File: src/rtl/uart_pkg.sv
// Shared UART types and constants: receiver state encoding, frame geometry, baud increment.
package uart_pkg;

  typedef enum logic [2:0] {
    IDLE,
    START,
    DATA,
    PARITY,
    STOP,
    BREAK
  } uart_rx_state_t;

  localparam int          UART_DATA_BITS       = 8;
  localparam int          UART_OVERSAMPLE      = 16;
  localparam logic [15:0] UART_TICK_INC_115200 = 16'd2416;

  // Even parity check: 1 means the data bits plus parity bit have odd weight.
  function automatic logic uart_parity_bad(input logic [7:0] data, input logic par);
    return ^{data, par};
  endfunction

endpackage

File: src/rtl/uart_rx_if.sv
// Receiver-side signal bundle: serial input, valid/ready byte output, error pulses, FSM state.
// Optional parity_err signal is present when UART_RX_PARITY_EN is defined.
interface uart_rx_if;
  import uart_pkg::*;

  // Handshake: a byte transfers on every rising edge where valid && ready; data
  // is stable while valid is high and valid never drops without ready.
  logic           rx;
  logic           ready;
  logic [7:0]     data;
  logic           valid;
  logic           frame_err;
  logic           overrun;
  uart_rx_state_t state;
`ifdef UART_RX_PARITY_EN
  logic           parity_err;

  modport master (input rx, ready, output data, valid, frame_err, overrun, state, parity_err);
  modport slave  (output rx, ready, input data, valid, frame_err, overrun, state, parity_err);
`else
  modport master (input rx, ready, output data, valid, frame_err, overrun, state);
  modport slave  (output rx, ready, input data, valid, frame_err, overrun, state);
`endif

endinterface

File: src/rtl/uart_tick_gen.sv
// 16-bit phase accumulator; tick_o is the registered carry out, one cycle wide.
module uart_tick_gen #(
  parameter logic [15:0] INC = 16'd2416
) (
  input  logic clk_i,
  input  logic rst_i,
  output logic tick_o
);

  logic [15:0] acc_q;
  logic        tick_q;
  logic [16:0] sum;

  assign sum    = {1'b0, acc_q} + {1'b0, INC};
  assign tick_o = tick_q;

  always_ff @(posedge clk_i) begin
    if (rst_i) begin
      acc_q  <= 16'd0;
      tick_q <= 1'b0;
    end else begin
      acc_q  <= sum[15:0];
      tick_q <= sum[16];
    end
  end

endmodule

File: src/rtl/uart_rx.sv
// 16x oversampling 8N1 UART receiver with single-entry valid/ready holding register.
// Define UART_RX_PARITY_EN for 8E1 framing with a parity_err pulse.
module uart_rx
  import uart_pkg::*;
#(
  parameter logic [15:0] TICK_INC = UART_TICK_INC_115200
) (
  input  logic      clock50,
  input  logic      reset,
  uart_rx_if.master bus
);

  localparam logic [3:0] OS_MID  = 4'(UART_OVERSAMPLE / 2 - 1);
  localparam logic [3:0] OS_LAST = 4'(UART_OVERSAMPLE - 1);
  localparam logic [2:0] BIT_LAST = 3'(UART_DATA_BITS - 1);

  logic           tick;
  logic           rx_meta_q;
  logic           rxs_q;
  logic           rxs_prev_q;
  uart_rx_state_t state_q;
  logic [3:0]     os_cnt_q;
  logic [2:0]     bit_cnt_q;
  logic [7:0]     shift_q;
  logic [7:0]     data_q;
  logic           valid_q;
  logic           frame_err_q;
  logic           overrun_q;
`ifdef UART_RX_PARITY_EN
  logic           par_q;
  logic           parity_err_q;
`endif

  logic sample_pt;
  logic byte_done;
  logic can_load;

  uart_tick_gen #(.INC(TICK_INC)) u_tick (
    .clk_i  (clock50),
    .rst_i  (reset),
    .tick_o (tick)
  );

  assign sample_pt = tick && (os_cnt_q == OS_LAST);
  assign byte_done = (state_q == STOP) && sample_pt && rxs_q;
  // A full holding register can still take the new byte if it empties this cycle.
  assign can_load  = !valid_q || bus.ready;

  always_ff @(posedge clock50) begin
    if (reset) begin
      rx_meta_q    <= 1'b1;
      rxs_q        <= 1'b1;
      rxs_prev_q   <= 1'b1;
      state_q      <= IDLE;
      os_cnt_q     <= 4'd0;
      bit_cnt_q    <= 3'd0;
      shift_q      <= 8'h00;
      data_q       <= 8'h00;
      valid_q      <= 1'b0;
      frame_err_q  <= 1'b0;
      overrun_q    <= 1'b0;
`ifdef UART_RX_PARITY_EN
      par_q        <= 1'b0;
      parity_err_q <= 1'b0;
`endif
    end else begin
      rx_meta_q   <= bus.rx;
      rxs_q       <= rx_meta_q;
      rxs_prev_q  <= rxs_q;
      frame_err_q <= 1'b0;
      overrun_q   <= 1'b0;
`ifdef UART_RX_PARITY_EN
      parity_err_q <= 1'b0;
`endif

      if (byte_done) begin
        if (can_load) begin
          data_q  <= shift_q;
          valid_q <= 1'b1;
        end else begin
          overrun_q <= 1'b1;
        end
`ifdef UART_RX_PARITY_EN
        parity_err_q <= uart_parity_bad(shift_q, par_q);
`endif
      end else if (valid_q && bus.ready) begin
        valid_q <= 1'b0;
      end

      if (tick) begin
        os_cnt_q <= os_cnt_q + 4'd1;
      end

      case (state_q)
        IDLE: begin
          if (rxs_prev_q && !rxs_q) begin
            os_cnt_q <= 4'd0;
            state_q  <= START;
          end
        end
        START: begin
          if (tick && (os_cnt_q == OS_MID)) begin
            if (!rxs_q) begin
              os_cnt_q  <= 4'd0;
              bit_cnt_q <= 3'd0;
              state_q   <= DATA;
            end else begin
              state_q <= IDLE;
            end
          end
        end
        DATA: begin
          if (sample_pt) begin
            shift_q   <= {rxs_q, shift_q[7:1]};
            bit_cnt_q <= bit_cnt_q + 3'd1;
            if (bit_cnt_q == BIT_LAST) begin
`ifdef UART_RX_PARITY_EN
              state_q <= PARITY;
`else
              state_q <= STOP;
`endif
            end
          end
        end
`ifdef UART_RX_PARITY_EN
        PARITY: begin
          if (sample_pt) begin
            par_q   <= rxs_q;
            state_q <= STOP;
          end
        end
`endif
        STOP: begin
          if (sample_pt) begin
            if (rxs_q) begin
              state_q <= IDLE;
            end else begin
              frame_err_q <= 1'b1;
              state_q     <= BREAK;
            end
          end
        end
        // Held-low line: stay here so the low level is not taken as a new start.
        BREAK: begin
          if (rxs_q) begin
            state_q <= IDLE;
          end
        end
        default: state_q <= IDLE;
      endcase
    end
  end

  assign bus.data      = data_q;
  assign bus.valid     = valid_q;
  assign bus.frame_err = frame_err_q;
  assign bus.overrun   = overrun_q;
  assign bus.state     = state_q;
`ifdef UART_RX_PARITY_EN
  assign bus.parity_err = parity_err_q;
`endif

endmodule

File: src/flat_wrapper.sv
// flat-port wrapper written by rule: the top's interface ports become plain ports
module uart_rx_flat import uart_pkg::*;
#(
  parameter logic [15:0] TICK_INC = UART_TICK_INC_115200
)
  (clock50, reset, bus_rx, bus_ready, bus_data, bus_valid, bus_frame_err, bus_overrun, bus_state);
  uart_rx_if bus_i ();
  input  logic clock50;
  input  logic reset;
  input wire logic [$bits(bus_i.rx)-1:0] bus_rx;
  input wire logic [$bits(bus_i.ready)-1:0] bus_ready;
  output wire logic [$bits(bus_i.data)-1:0] bus_data;
  output wire logic [$bits(bus_i.valid)-1:0] bus_valid;
  output wire logic [$bits(bus_i.frame_err)-1:0] bus_frame_err;
  output wire logic [$bits(bus_i.overrun)-1:0] bus_overrun;
  output wire logic [$bits(bus_i.state)-1:0] bus_state;
  assign bus_i.rx = bus_rx;
  assign bus_i.ready = bus_ready;
  assign bus_data = bus_i.data;
  assign bus_valid = bus_i.valid;
  assign bus_frame_err = bus_i.frame_err;
  assign bus_overrun = bus_i.overrun;
  assign bus_state = bus_i.state;
  uart_rx #(.TICK_INC(TICK_INC)) u_core (.clock50(clock50), .reset(reset), .bus(bus_i));
endmodule
File: config.mk
export PLATFORM = sky130hd
export DESIGN_NAME = uart_rx_flat
export DESIGN_NICKNAME = d
export VERILOG_FILES = /design/src/rtl/uart_pkg.sv /design/src/rtl/uart_rx_if.sv /design/src/rtl/uart_tick_gen.sv /design/src/rtl/uart_rx.sv /design/src/flat_wrapper.sv
export SDC_FILE = /design/constraint.sdc
export NUM_CORES = 1
export LEC_CHECK = 0
export BUFFER_PORTS_ARGS = -buffer_cell sky130_fd_sc_hd__buf_2
export CAP_MARGIN = 40
export CORE_MARGIN = 3
export CORE_UTILIZATION = 55
export CTS_BUF_LIST = sky130_fd_sc_hd__clkbuf_8
export CTS_CLUSTER_SIZE = 20
export DETAILED_ROUTE_END_ITERATION = 10
export PLACE_DENSITY = 0.75
export SLEW_MARGIN = 20
export SYNTH_ARGS = -nofsm -noshare
export SYNTH_HDL_FRONTEND = slang
export SYNTH_SLANG_ARGS = --single-unit
File: constraint.sdc
create_clock -name clock50 -period 3.9 [get_ports clock50]
set_input_delay 0.78 -clock clock50 [delete_from_list [all_inputs] [get_ports clock50]]
set_output_delay 0.78 -clock clock50 [all_outputs]
set_load 0.05 [all_outputs]
## After elaboration in Yosys (flattened, before gate mapping)

Cells that the tools add are included.

- Register bits after elaboration: 49
- Bits in latches: 0
- RAM bits: 0
- ROM bits: 0
- Input bits: 4
- Output and inout bits: 14
- Word-level logic and storage cells: 76
- Memories kept: 0

- Add/subtract/negate cells: 3
- Multipliers: 0
- Div/mod/pow operators: 0
- Magnitude comparators: 0
- Eq/ne operators: 15
- Shift operators: 0
- Muxes and demuxes: 23
- Bitwise logic cells: 3
- Reductions and logical operators: 19

Operators with widths:

| kind | count |
|---|---|
| $mux 3 | 10 |
| $add 16x12->17 const B | 1 |
| $mux 4 | 4 |
| $pmux 3 s5 | 1 |
| $ne 2x1->1 const B | 6 |
| $eq 3x3->1 const B | 3 |
| $pmux 4 s2 | 1 |
| $logic_and 1x1->1 | 6 |
| $pmux 3 s2 | 1 |
| $reduce_and 2->1 | 3 |
| $reduce_and 6->1 | 1 |
| $mux 1 | 5 |
| $add 4x1->4 const B | 1 |
| $eq 4x3->1 const B | 1 |
| $eq 4x4->1 const B | 1 |
| $ne 2x2->1 const B | 2 |
| $reduce_and 4->1 | 1 |
| $reduce_bool 2->1 | 2 |
| $add 3x1->3 const B | 1 |
| $eq 3x1->1 const B | 1 |
| $eq 3x2->1 const B | 1 |
| $logic_not 3->1 | 1 |
| $not 1->1 | 3 |
| $reduce_or 3->1 | 1 |
| 4 further kinds | 5 |

## Logic depth before layout (Yosys ltp)

- Word-level depth: 6
- Depth in mapped cells: 6
- Depth with buffers taken out: 6

## Cells and area by module

Synthesis repeated with hierarchy kept, for this count alone.

- Cell total of the unflattened synthesis: 222
- Area total of the unflattened synthesis: 2037.0 um^2

Modules (own cells, without submodules):

| module | instances | cells each | area each (um^2) | sequential area each (um^2) |
|---|---|---|---|---|
| uart_rx | 1 | 160 | 1461.4 | 640.6 |
| uart_tick_gen | 1 | 62 | 575.6 | 260.2 |

## Worst setup path after synthesis

No wires, ideal clock.

- Kind: register to register
- From: register u_core.state_q[1] (netlist: u_core.bus.state[1])
- To: register u_core.shift_q[1]
- Library setup time: 0.128 ns
- Data arrival time: 1.691 ns
- Data required time: 3.772 ns
- Setup slack: 2.082 ns
- Stages on the path, launching flop included: 7
- Path buffers: 2
- Clock period less this slack: 1.818 ns
- Cells stage by stage: dfxtp_1 -> buf_6 -> or3b_4 -> nor2_4 -> buf_12 -> mux2i_1 -> nor2_1

- Longest elaborated chain between the ends: 2

RTL lines:

| item | line | text |
|---|---|---|
| start, declared | uart_rx.sv:21 | `uart_rx_state_t state_q;` |
| start signal, assigned | uart_rx.sv:54 | `state_q <= IDLE;` |
| start signal, assigned | uart_rx.sv:98 | `state_q <= START;` |
| start signal, assigned | uart_rx.sv:106 | `state_q <= DATA;` |
| $eq 3x2->1 | uart_rx.sv:94 | `case (state_q)` |
| $reduce_and 2->1 (no line) | n/a |  |
| end signal, assigned | uart_rx.sv:114 | `shift_q <= {rxs_q, shift_q[7:1]};` |
| end, declared | uart_rx.sv:24 | `logic [7:0] shift_q;` |

Every way passes these cells.
A chain may end at the register's enable or synchronous reset.

## Final worst setup path

- From: register u_core.state_q[0] (netlist: u_core.bus.state[0])
- To: output port bus_state[0]

RTL lines:

| item | line | text |
|---|---|---|
| end, declared | flat_wrapper.sv:16 | `output wire logic [$bits(bus_i.state)-1:0] bus_state;` |

No word-level cell between the ends.

==> summary.txt <==
Critical path
  – Slowest stage delay, CP: 0.56 ns
  – Crit path buf inv count: 1
  – CP Launch Type: flip-flop
  – Worst Path Required: 3.12 ns
  – CP Class: reg2out
  – Worst-path cell chain: buf_2
  – CP delay by family, top: flip-flops
  – Crit-path slowest cell: dfxtp_1
  – Worst-path maximum fanout: 11
  – Crit path DAT: about 1.2 ns
  – CP Capture Type: primary output

Min path
  – Min-delay worst type: reg2reg

STA
  – Max Fclk: ~510 MHz
  – Setup tns final: 0 ns
  – Final hold vios: 0
  – Final setup viols: 0
  – Unrepaired setup endpoints after global routing: false
  – Clock Skews: 0.00685 ns
  – Worst Tran Pin Value: 0.671 ns
  – Max-slew violations: 0
  – Slew HR: 55.3%
  – Post-route minimum period: 1.98 ns
  – Tcrit/Tclk final: 50.7%

Yosys
  – Post-synth top area share: 47.8%
  – Synthesized Nets: about 200
  – FFs w/ async S/R, synth: 0%
  – Area contributors post-synth: dfxtp_1, mux2i_1, nor2_1
  – Yosys warning count: 0
  – Top FF cell, synth: dfxtp_1
  – Most frequent cells after synthesis: dfxtp_1, nor2_1, mux2i_1
  – Top-count cell post-synth: dfxtp_1
  – Post-synth cell types: 44
  – Seq cells post-synth: 45
  – Post-synthesis sequential area ratio: 47.8%
  – Yosys top cell by area: dfxtp_1
  – Mapped Cells: 191
  – EDFF count, synth: 0
  – Synthesized area per cell: 9.87 um2
  – Post-synthesis cell area: 1880 um2

Routing
  – Vias: 1,396
  – Routed WL per cell: 13.1 um
  – DRC Markers: 0
  – Vias per cell: between 5 and 6
  – Final wirelength: approximately 3.3 mm
  – DRT iter0 DRCs: 79
  – DR pass1 iterations: 4
  – Antenna-violating nets left: 0

Global route
  – Initial antenna violation count: 0
  – Largest net degree at the start of global routing: 43
  – Grt ovf: 0
  – Vias in the first global route: 1,369
  – First-pass GRT wire length: just under 6 mm
  – GRT Total Usage: 17.6%

Placed design
  – PortBufs: 17
  – Post-DP HPWL: between 2 and 2.5 mm
  – RePlAce Congestion: 0.822

Floorplanning
  – Die width: 64.5 um
  – Total die area: between 4000 and 5000 um2
  – I/O Pins: 18
  – Height of the die: 64.5 um
  – Num rows: 20
  – Initial Util: 59.8%
  – Core ar.: around 3200 um2

Pwr
  – Pwr Density: ~400 nW/um2
  – Clock power share: 32.2%
  – Int Power: 622 uW
  – Part of the power in combinational logic: 7.3%
  – Total Power: around 820 uW
  – Max rail drop VDD: 0.263 mV
  – Lkg Pwr: 0.867 nW
  – Sw Share: 24.2%
  – Sw Pwr: a little under 200 uW
  – Sequential fraction of design power: 60.5%

Run status
  – Outcome: finished clean

Job
  – MaxCap Viol Count: 0

Clock tree
  – Setup bufs post-CTS: 0
  – PostCTS Resize Cnt: 0
  – Clock buffer depth: 2
  – Clk root buf: clkbuf_8
  – Clock sink count: 45
  – Clk slew on worst S/H paths: 0.08 ns
  – CTS tree: yes
  – CTS Buf Count: 5
  – Clk_lat worst skew: 0.29 ns
  – Clock H-tree levels: 2
  – Cts hold-fix bufs: 0

Cells and area
  – Nets: 213
  – # diodes: 0
  – Share of cells above drive strength 1: 16.5%
  – Area growth syn-to-layout: 8.10%
  – Fillers: 267
## sequential cells by signal, summed over array words and instances (netlist names)
register,cells
u_core.shift_q,8
u_core.bus.frame_err,1
u_core.bus.overrun,1
u_core.bus.data,8
u_core.bit_cnt_q,3
u_core.rxs_prev_q,1
u_core.os_cnt_q,4
u_core.u_tick.tick_o,1
u_core.bus.valid,1
u_core.rx_meta_q,1
u_core.bus.state,3
u_core.rxs_q,1
u_core.u_tick.acc_q,12
## path summary, 6_finish.rpt
kind                                                  startpoint                             end  slack [ns]  depth (start not counted)
worst max register to register  u_core.bus.state[1]$_SDFFE_PP0P_  u_core.shift_q[0]$_SDFFE_PP0P_        2.12                          4
worst min register to register       u_core.rx_meta_q$_SDFF_PP1_         u_core.rxs_q$_SDFF_PP1_        0.44                          1
worst min-delay path                 u_core.rx_meta_q$_SDFF_PP1_         u_core.rxs_q$_SDFF_PP1_        0.44                          1
worst max-delay path            u_core.bus.state[0]$_SDFFE_PP0P_                    bus_state[0]        1.92                          1
## cell usage in the layout, fill, tap and decap left out, drive strengths merged, types with 5 or more instances in the layout
master and n:
clkbuf 5, nand2 6, mux2i 19, nor3 5, dfxtp 45, buf 17, nor2 32, inv 8
a21oi 11, o21ai 5
## kinds of logic (layout without fill, tap and decap cells)
kind of cell	Yosys count	count (layout)	share of synthesized area (%)
AND/OR/NAND/NOR	73	73	21.6
flip-flops	45	45	47.8
AO/OA/AOI/OAI	28	28	9.76
multiplexers	21	21	11.3
buffers and inverters	15	30	4.58
XOR/XNOR	5	5	2.32
adder cells (fa/ha/maj)	4	4	2.66
## area by class of cell
| class | count | area [um2] | area share (%) |
|---|---|---|---|
| clock inverter | 3 | 11.3 | 0.553 |
| multi-input combinational | 131 | 897 | 44.0 |
| timing repair buffer | 17 | 85.1 | 4.18 |
| sequential | 45 | 901 | 44.2 |
| clock buffer | 5 | 68.8 | 3.38 |
| inverter | 5 | 18.8 | 0.921 |
| tap | 44 | 55.1 | 2.70 |
## power by group through the flow
stage | combinational, mW | sequential (mW) | clock (mW)
6_report | 0.0601 | 0.496 | 0.264
3_3_place_gp | 0.0564 | 0.505 | 0
5_1_grt | 0.0696 | 0.498 | 0.292
4_1_cts | 0.0610 | 0.495 | 0.273
3_5_place_dp | 0.0606 | 0.506 | 0
2_1_floorplan | 0.0494 | 0.503 | 0
## stage by stage
| stage | cells | setup WS (ns) | hold WS (ns) | area [um2] | utilization, % |
|---|---|---|---|---|---|
| after floorplan | 191 | 2.08 | 0.389 | 1880 | - |
| after global placement | 242 | 1.88 | 0.404 | 1960 | 62.1 |
| after detailed placement | 242 | 1.85 | 0.422 | 1960 | 62.1 |
| after CTS | 250 | 1.93 | 0.440 | 2040 | 64.6 |
| after global routing | 250 | 1.88 | 0.448 | 2040 | 64.6 |
| final | 250 | 1.92 | 0.439 | 2040 | 64.6 |
## routing by layer
metal  up-vias  global-route usage (%)  part of all wire (%)
li1        693                       -                     -
met1       660                    19.7                    44
met2        37                    31.2                    50
met3         6                    5.72                   4.7
met4         0                    6.07                   1.3
met5         -                       0                     0
Note: power is estimated with default switching activity, not from simulation.
